==> src/rtl/light_mode_controller_pkg.sv <==
// light_mode_controller_pkg
// Shared light-mode encoding and the mode-advance helper. The mode values are
// also what the blinker-side logic decodes, so they must stay fixed:
// OFF=0, ON=1, FLASH_1=2, FLASH_2=3.
package light_mode_controller_pkg;

  typedef enum logic [1:0] {
    MODE_OFF     = 2'd0,
    MODE_ON      = 2'd1,
    MODE_FLASH_1 = 2'd2,
    MODE_FLASH_2 = 2'd3
  } light_mode_e;

  // Mode button cycles OFF -> ON -> FLASH_1 -> FLASH_2 -> OFF.
  function automatic light_mode_e next_mode(input light_mode_e cur);
    light_mode_e nxt;
    case (cur)
      MODE_OFF:     nxt = MODE_ON;
      MODE_ON:      nxt = MODE_FLASH_1;
      MODE_FLASH_1: nxt = MODE_FLASH_2;
      MODE_FLASH_2: nxt = MODE_OFF;
      default:      nxt = MODE_OFF;
    endcase
    return nxt;
  endfunction

endpackage

==> src/rtl/light_mode_controller_button_debouncer.sv <==
// button_debouncer
// Two-flop synchronizer, tick-qualified debounce counter and press detector
// for one raw pushbutton.
// Ports:
//   clk        system clock
//   reset      synchronous active-low reset
//   count_en   debounce tick (one-cycle pulse)
//   btn_raw    asynchronous raw button level, active-high
//   btn_event  one-cycle pulse in the cycle after the debounced level rises
module button_debouncer #(
  parameter int unsigned DEBOUNCE_TICKS = 20,
  parameter int unsigned CNT_W          = 8
) (
  input  logic clk,
  input  logic reset,
  input  logic count_en,
  input  logic btn_raw,
  output logic btn_event
);

  localparam logic [CNT_W-1:0] CNT_LAST = CNT_W'(DEBOUNCE_TICKS - 1);

  logic             sync1_q, sync1_d;
  logic             sync2_q, sync2_d;
  logic             stable_q, stable_d;
  logic             stable_prev_q, stable_prev_d;
  logic [CNT_W-1:0] cnt_q, cnt_d;

  // Next-state for synchronizer, counter and debounced level.
  always_comb begin
    sync1_d       = btn_raw;
    sync2_d       = sync1_q;
    stable_d      = stable_q;
    stable_prev_d = stable_q;
    cnt_d         = cnt_q;
    if (sync2_q == stable_q) begin
      // Any cycle of agreement (a bounce) restarts the count, tick or not.
      cnt_d = {CNT_W{1'b0}};
    end else if (count_en) begin
      if (cnt_q == CNT_LAST) begin
        stable_d = sync2_q;
        cnt_d    = {CNT_W{1'b0}};
      end else begin
        cnt_d = cnt_q + CNT_W'(1);
      end
    end else begin
      cnt_d = cnt_q;
    end
  end

  // State registers with synchronous active-low reset.
  always_ff @(posedge clk) begin
    if (!reset) begin
      sync1_q       <= 1'b0;
      sync2_q       <= 1'b0;
      stable_q      <= 1'b0;
      stable_prev_q <= 1'b0;
      cnt_q         <= {CNT_W{1'b0}};
    end else begin
      sync1_q       <= sync1_d;
      sync2_q       <= sync2_d;
      stable_q      <= stable_d;
      stable_prev_q <= stable_prev_d;
      cnt_q         <= cnt_d;
    end
  end

  // Press only; releases never generate an event. Driven purely from flops.
  assign btn_event = stable_q & ~stable_prev_q;

endmodule

==> src/rtl/light_mode_controller.sv <==
// light_mode_controller
// Front-panel stage: debounces mode/left/right buttons, steps the light mode,
// routes shift pulses to the active blinker and drives the lamp.
// Ports:
//   clk, reset                     clock, synchronous active-low reset
//   count_en                       beat32 debounce tick
//   btn_mode, btn_left, btn_right  raw async buttons, active-high
//   flash_1, flash_2               blinker outputs
//   shift_left_1/right_1           one-cycle shift pulses to blinker 1
//   shift_left_2/right_2           one-cycle shift pulses to blinker 2
//   mode                           current mode register
//   light_out                      registered lamp drive
module light_mode_controller
  import light_mode_controller_pkg::*;
#(
  parameter int unsigned DEBOUNCE_TICKS = 20,
  parameter int unsigned CNT_W          = 8
) (
  input  logic       clk,
  input  logic       reset,
  input  logic       count_en,
  input  logic       btn_mode,
  input  logic       btn_left,
  input  logic       btn_right,
  input  logic       flash_1,
  input  logic       flash_2,
  output logic       shift_left_1,
  output logic       shift_right_1,
  output logic       shift_left_2,
  output logic       shift_right_2,
  output logic [1:0] mode,
  output logic       light_out
);

  logic ev_mode_s, ev_left_s, ev_right_s;
  logic left_only_s, right_only_s;

  light_mode_e mode_q, mode_d;
  logic        sl1_q, sl1_d, sr1_q, sr1_d;
  logic        sl2_q, sl2_d, sr2_q, sr2_d;
  logic        light_q, light_d;

  button_debouncer #(.DEBOUNCE_TICKS(DEBOUNCE_TICKS), .CNT_W(CNT_W)) u_db_mode (
    .clk(clk), .reset(reset), .count_en(count_en), .btn_raw(btn_mode), .btn_event(ev_mode_s)
  );
  button_debouncer #(.DEBOUNCE_TICKS(DEBOUNCE_TICKS), .CNT_W(CNT_W)) u_db_left (
    .clk(clk), .reset(reset), .count_en(count_en), .btn_raw(btn_left), .btn_event(ev_left_s)
  );
  button_debouncer #(.DEBOUNCE_TICKS(DEBOUNCE_TICKS), .CNT_W(CNT_W)) u_db_right (
    .clk(clk), .reset(reset), .count_en(count_en), .btn_raw(btn_right), .btn_event(ev_right_s)
  );

  // Simultaneous left+right is ambiguous, so both are dropped.
  assign left_only_s  = ev_left_s & ~ev_right_s;
  assign right_only_s = ev_right_s & ~ev_left_s;

  // Mode advance, shift routing (by pre-transition mode) and lamp select.
  always_comb begin
    mode_d  = mode_q;
    sl1_d   = 1'b0;
    sr1_d   = 1'b0;
    sl2_d   = 1'b0;
    sr2_d   = 1'b0;
    light_d = 1'b0;
    if (ev_mode_s) begin
      mode_d = next_mode(mode_q);
    end else begin
      mode_d = mode_q;
    end
    case (mode_q)
      MODE_FLASH_1: begin
        sl1_d = left_only_s;
        sr1_d = right_only_s;
      end
      MODE_FLASH_2: begin
        sl2_d = left_only_s;
        sr2_d = right_only_s;
      end
      default: begin
        // OFF/ON: shift requests are discarded, not queued.
      end
    endcase
    case (mode_q)
      MODE_OFF:     light_d = 1'b0;
      MODE_ON:      light_d = 1'b1;
      MODE_FLASH_1: light_d = flash_1;
      MODE_FLASH_2: light_d = flash_2;
      default:      light_d = 1'b0;
    endcase
  end

  // Output and mode registers; reset overrides any same-cycle event.
  always_ff @(posedge clk) begin
    if (!reset) begin
      mode_q  <= MODE_OFF;
      sl1_q   <= 1'b0;
      sr1_q   <= 1'b0;
      sl2_q   <= 1'b0;
      sr2_q   <= 1'b0;
      light_q <= 1'b0;
    end else begin
      mode_q  <= mode_d;
      sl1_q   <= sl1_d;
      sr1_q   <= sr1_d;
      sl2_q   <= sl2_d;
      sr2_q   <= sr2_d;
      light_q <= light_d;
    end
  end

  assign mode          = mode_q;
  assign shift_left_1  = sl1_q;
  assign shift_right_1 = sr1_q;
  assign shift_left_2  = sl2_q;
  assign shift_right_2 = sr2_q;
  assign light_out     = light_q;

endmodule

==> config.mk <==
export PLATFORM = sky130hd
export DESIGN_NAME = light_mode_controller
export DESIGN_NICKNAME = d
export VERILOG_FILES = /design/src/rtl/light_mode_controller_pkg.sv /design/src/rtl/light_mode_controller_button_debouncer.sv /design/src/rtl/light_mode_controller.sv
export SDC_FILE = /design/constraint.sdc
export NUM_CORES = 1
export LEC_CHECK = 0
export CAP_MARGIN = 20
export CORE_AREA = 2 2 58 60
export DETAILED_ROUTE_END_ITERATION = 10
export DIE_AREA = 0 0 60 62
export DONT_BUFFER_PORTS = 1
export GPL_ROUTABILITY_DRIVEN = 0
export PLACE_DENSITY = 0.7
export SETUP_SLACK_MARGIN = 0.2
export SLEW_MARGIN = 20
export SYNTH_ARGS = -nofsm -noshare
export SYNTH_HDL_FRONTEND = slang
export SYNTH_SLANG_ARGS = --single-unit
==> constraint.sdc <==
create_clock -name clk -period 4.3 [get_ports clk]
set_input_delay 0.43 -clock clk [delete_from_list [all_inputs] [get_ports clk]]
set_output_delay 0.43 -clock clk [all_outputs]
set_load 0.05 [all_outputs]
==> qor.csv <==
stage,metric,value,unit
run_status,status,completed,
cts,Clock Path Buffers,2,
timing,skew final,0.008776,ns
drt,Vias,1323,
yosys,Synth Register Bits,43,
floorplanning,die height,62,um
cells_and_area,area delta synth->final,5.816,%
floorplanning,row count,21,
yosys,share of the synthesized area in the top cell type,48.79,%
place,post-place setup slack,2.616,ns
global_routing,Overflow after GRT,0,
place,Post-Place Cell Area,1810,um^2
cts,clock slew at reported path FFs,0.12,ns
yosys,Yosys warnings,0,
hold_path,Hold Path Class,in2reg,
drt,Vias/cell,5.606,
cells_and_area,share of layout cells above drive strength 1,6.316,%
cells_and_area,nets@finish,204,
critical_path,"Arr. time, crit path",1.92,ns
power_and_ir_drop,clock group share of total power,32.0,%
drt,routed length per instance,12.37,um
critical_path,CP max stage cell,or4b_1,
critical_path,CP Buf/Inv Count,0,
power_and_ir_drop,Max IR drop VDD,164.0,uV
cts,hold-fix buffers at CTS,0,
cts,CTS root buf,clkbuf_4,
yosys,post-synthesis cell type with the largest combined area,dfxtp_1,
cts,Resize count post-CTS,0,
yosys,Post-synth ARST share,0,%
cells_and_area,Multi-input gate area,865.8,um^2
drt,Pre-antenna DRT Iters,4,
floorplanning,I/O pins,15,
cells_and_area,Register Area,860.8,um^2
power_and_ir_drop,PwrDens,325.3,nW/um^2
critical_path,crit end category,flop,
timing,Tmin final,1.689,ns
yosys,Avg Inst Size Synth,9.485,um^2
power_and_ir_drop,power share of the sequential group,66.3,%
timing,setup_tns,0,ns
critical_path,critical path's top delay family,simple AND/OR/NAND/NOR gates,
place,PortBufs,0,
cts,Clock Latency Late Sink,0.35,ns
global_routing,largest net degree at the start of global routing,21,
floorplanning,die area,3720,um^2
global_routing,gr usage total,19.07,%
global_routing,vias in the first global route,1249,
cts,CTS tree,built,
job,MaxCap Viol Count,0,
power_and_ir_drop,Sw Share,20.58,%
yosys,Cell variety after synth,30,
timing,Worst Max-Slew Pin Slew,0.6032,ns
yosys,post-synthesis net count,200,
critical_path,Crit path largest cell delay,0.58,ns
critical_path,WS Path Type,reg2reg,
floorplanning,Die W,60,um
cts,clk sinks,43,
timing,Final Slew Violations,0,
cts,Clock H-tree levels,2,
timing,fmax,0.5920,GHz
place,post-DP HPWL,2.078,mm
critical_path,Crit path required time,4.53,ns
timing,relative slew slack,59.73,%
yosys,Most used DFF post-synth,dfxtp_1,
timing,Final Setup Violations,0,
power_and_ir_drop,Comb pwr share,1.6,%
power_and_ir_drop,Pwr Total,0.0006073,W
drt,Routed WL,2.919,mm
global_routing,initial antenna violation count,0,
yosys,"Seq/Total Area, Yosys",48.79,%
place,placed insts,229,
cells_and_area,Diodes inserted,0,
cts,total CTS buffers,5,
global_routing,global-route wire length before repair,5.230,mm
cts,postcts setup bufs,0,
yosys,Mapped Cells,186,
power_and_ir_drop,Pleak,0.6317,nW
floorplanning,core area,3179,um^2
drt,DRC,0,
critical_path,startpoint types,flop,
drt,final antenna-violating net count,0,
drt,DR iter-0 viols,96,
yosys,"top cells by area, synth","dfxtp_1, xor2_1, nor2_1",
critical_path,CP max FO,7,
timing,final hold viol count,0,
critical_path,CP cell instances,or4b_1 -> o311ai_2 -> nor2_1,
cells_and_area,fillers,285,
power_and_ir_drop,Psw,0.0001250,W
cells_and_area,Non-Filler Instances,236,
floorplanning,Starting Density,55.49,%
power_and_ir_drop,Int Pwr,0.0004823,W
cells_and_area,finished layout cell area,1867,um^2
yosys,Mapped Area,1764,um^2
timing,Final period util,39.28,%
timing,RSZ-0062 raised after global routing,false,
timing,setup ws final,2.611,ns
yosys,"EDFF count, synth",0,
area by class of cell:
cell class,count,share of cell area (%)
multi-input combinational,133,46.38
sequential,43,46.11
tap,46,3.083
clock buffer,6,2.748
inverter,7,1.408
clock inverter,1,0.2681
registers in the layout, summed over array words and instances, names as in the netlist, 2 cells and up:
| name | cells |
|---|---|
| u_db_right.cnt_q | 8 |
| u_db_left.cnt_q | 8 |
| mode | 2 |
| u_db_mode.cnt_q | 8 |
metrics by stage:
stage                     util [%]  hold WS [ns]
after global placement       56.95        0.4137
after CTS                    58.72        0.1751
final                        58.72        0.1909
after floorplan                  -        0.4119
after global routing         58.72        0.1666
after detailed placement     56.95        0.4232
final timing paths:
path         slack (ns)                from  depth (start not counted)             endpoint
min                0.19               reset                          2  u_db_right.cnt_q[1]
min reg2reg        0.44   u_db_left.sync1_q                          1    u_db_left.sync2_q
max reg2reg        2.61  u_db_mode.cnt_q[5]                          3   u_db_mode.cnt_q[3]
max                2.61  u_db_mode.cnt_q[5]                          3   u_db_mode.cnt_q[3]
logic make-up after synthesis:
family / synth area share [%]
multiplexers: 2.270
AO/OA/AOI/OAI: 11.70
AND/OR/NAND/NOR: 23.40
buffers and inverters: 2.128
adder cells (fa/ha/maj): 4.255
flip-flops: 48.79
XOR/XNOR: 7.447
routing by layer:
layer	track usage (%)	vias up	share of wire [%]
met5	0	-	0
met4	12.70	0	3.3
met3	6.211	13	4.5
met2	29.97	39	47
met1	22.35	612	45
li1	-	659	-
worst reg2reg max path, cell delays in order (launching register included):
cell      delay [ns]
dfxtp_1         0.35
or4b_1          0.58
o311ai_2        0.54
nor2_1          0.10
synthesized netlist by cell type, types with 4 or more instances:
master / count
nand2_1: 9
and2_1: 9
a21oi_1: 12
nor2_1: 22
or3_1: 10
dfxtp_1: 43
mux2i_1: 4
nand4_1: 10
xor2_1: 12
o21ai_0: 10
ha_1: 6
nand3_1: 7
inv_1: 7
power groups by stage:
stage	clock network, W	registers (W)	logic, W
floorplan	0	0.000412	0.0000120
global placement	0	0.000412	0.00000983
detailed placement	0	0.000412	0.0000101
CTS	0.000204	0.000403	0.0000101
global route	0.000220	0.000404	0.0000114
finish	0.000194	0.000403	0.00000999
cell usage in the layout (no fill, tap or decap), types with 3 or more instances in the layout:
cell / instances
nand4_1: 10
and2_1: 9
nor2_1: 22
nand3_1: 7
ha_1: 6
clkbuf_4: 5
dfxtp_1: 43
inv_1: 7
or4_1: 3
xor2_1: 12
mux2i_1: 4
xnor2_1: 3
a21oi_1: 12
or3_1: 10
nand2_1: 9
o21ai_0: 10
No activity file was read; power rests on OpenSTA's default activity.
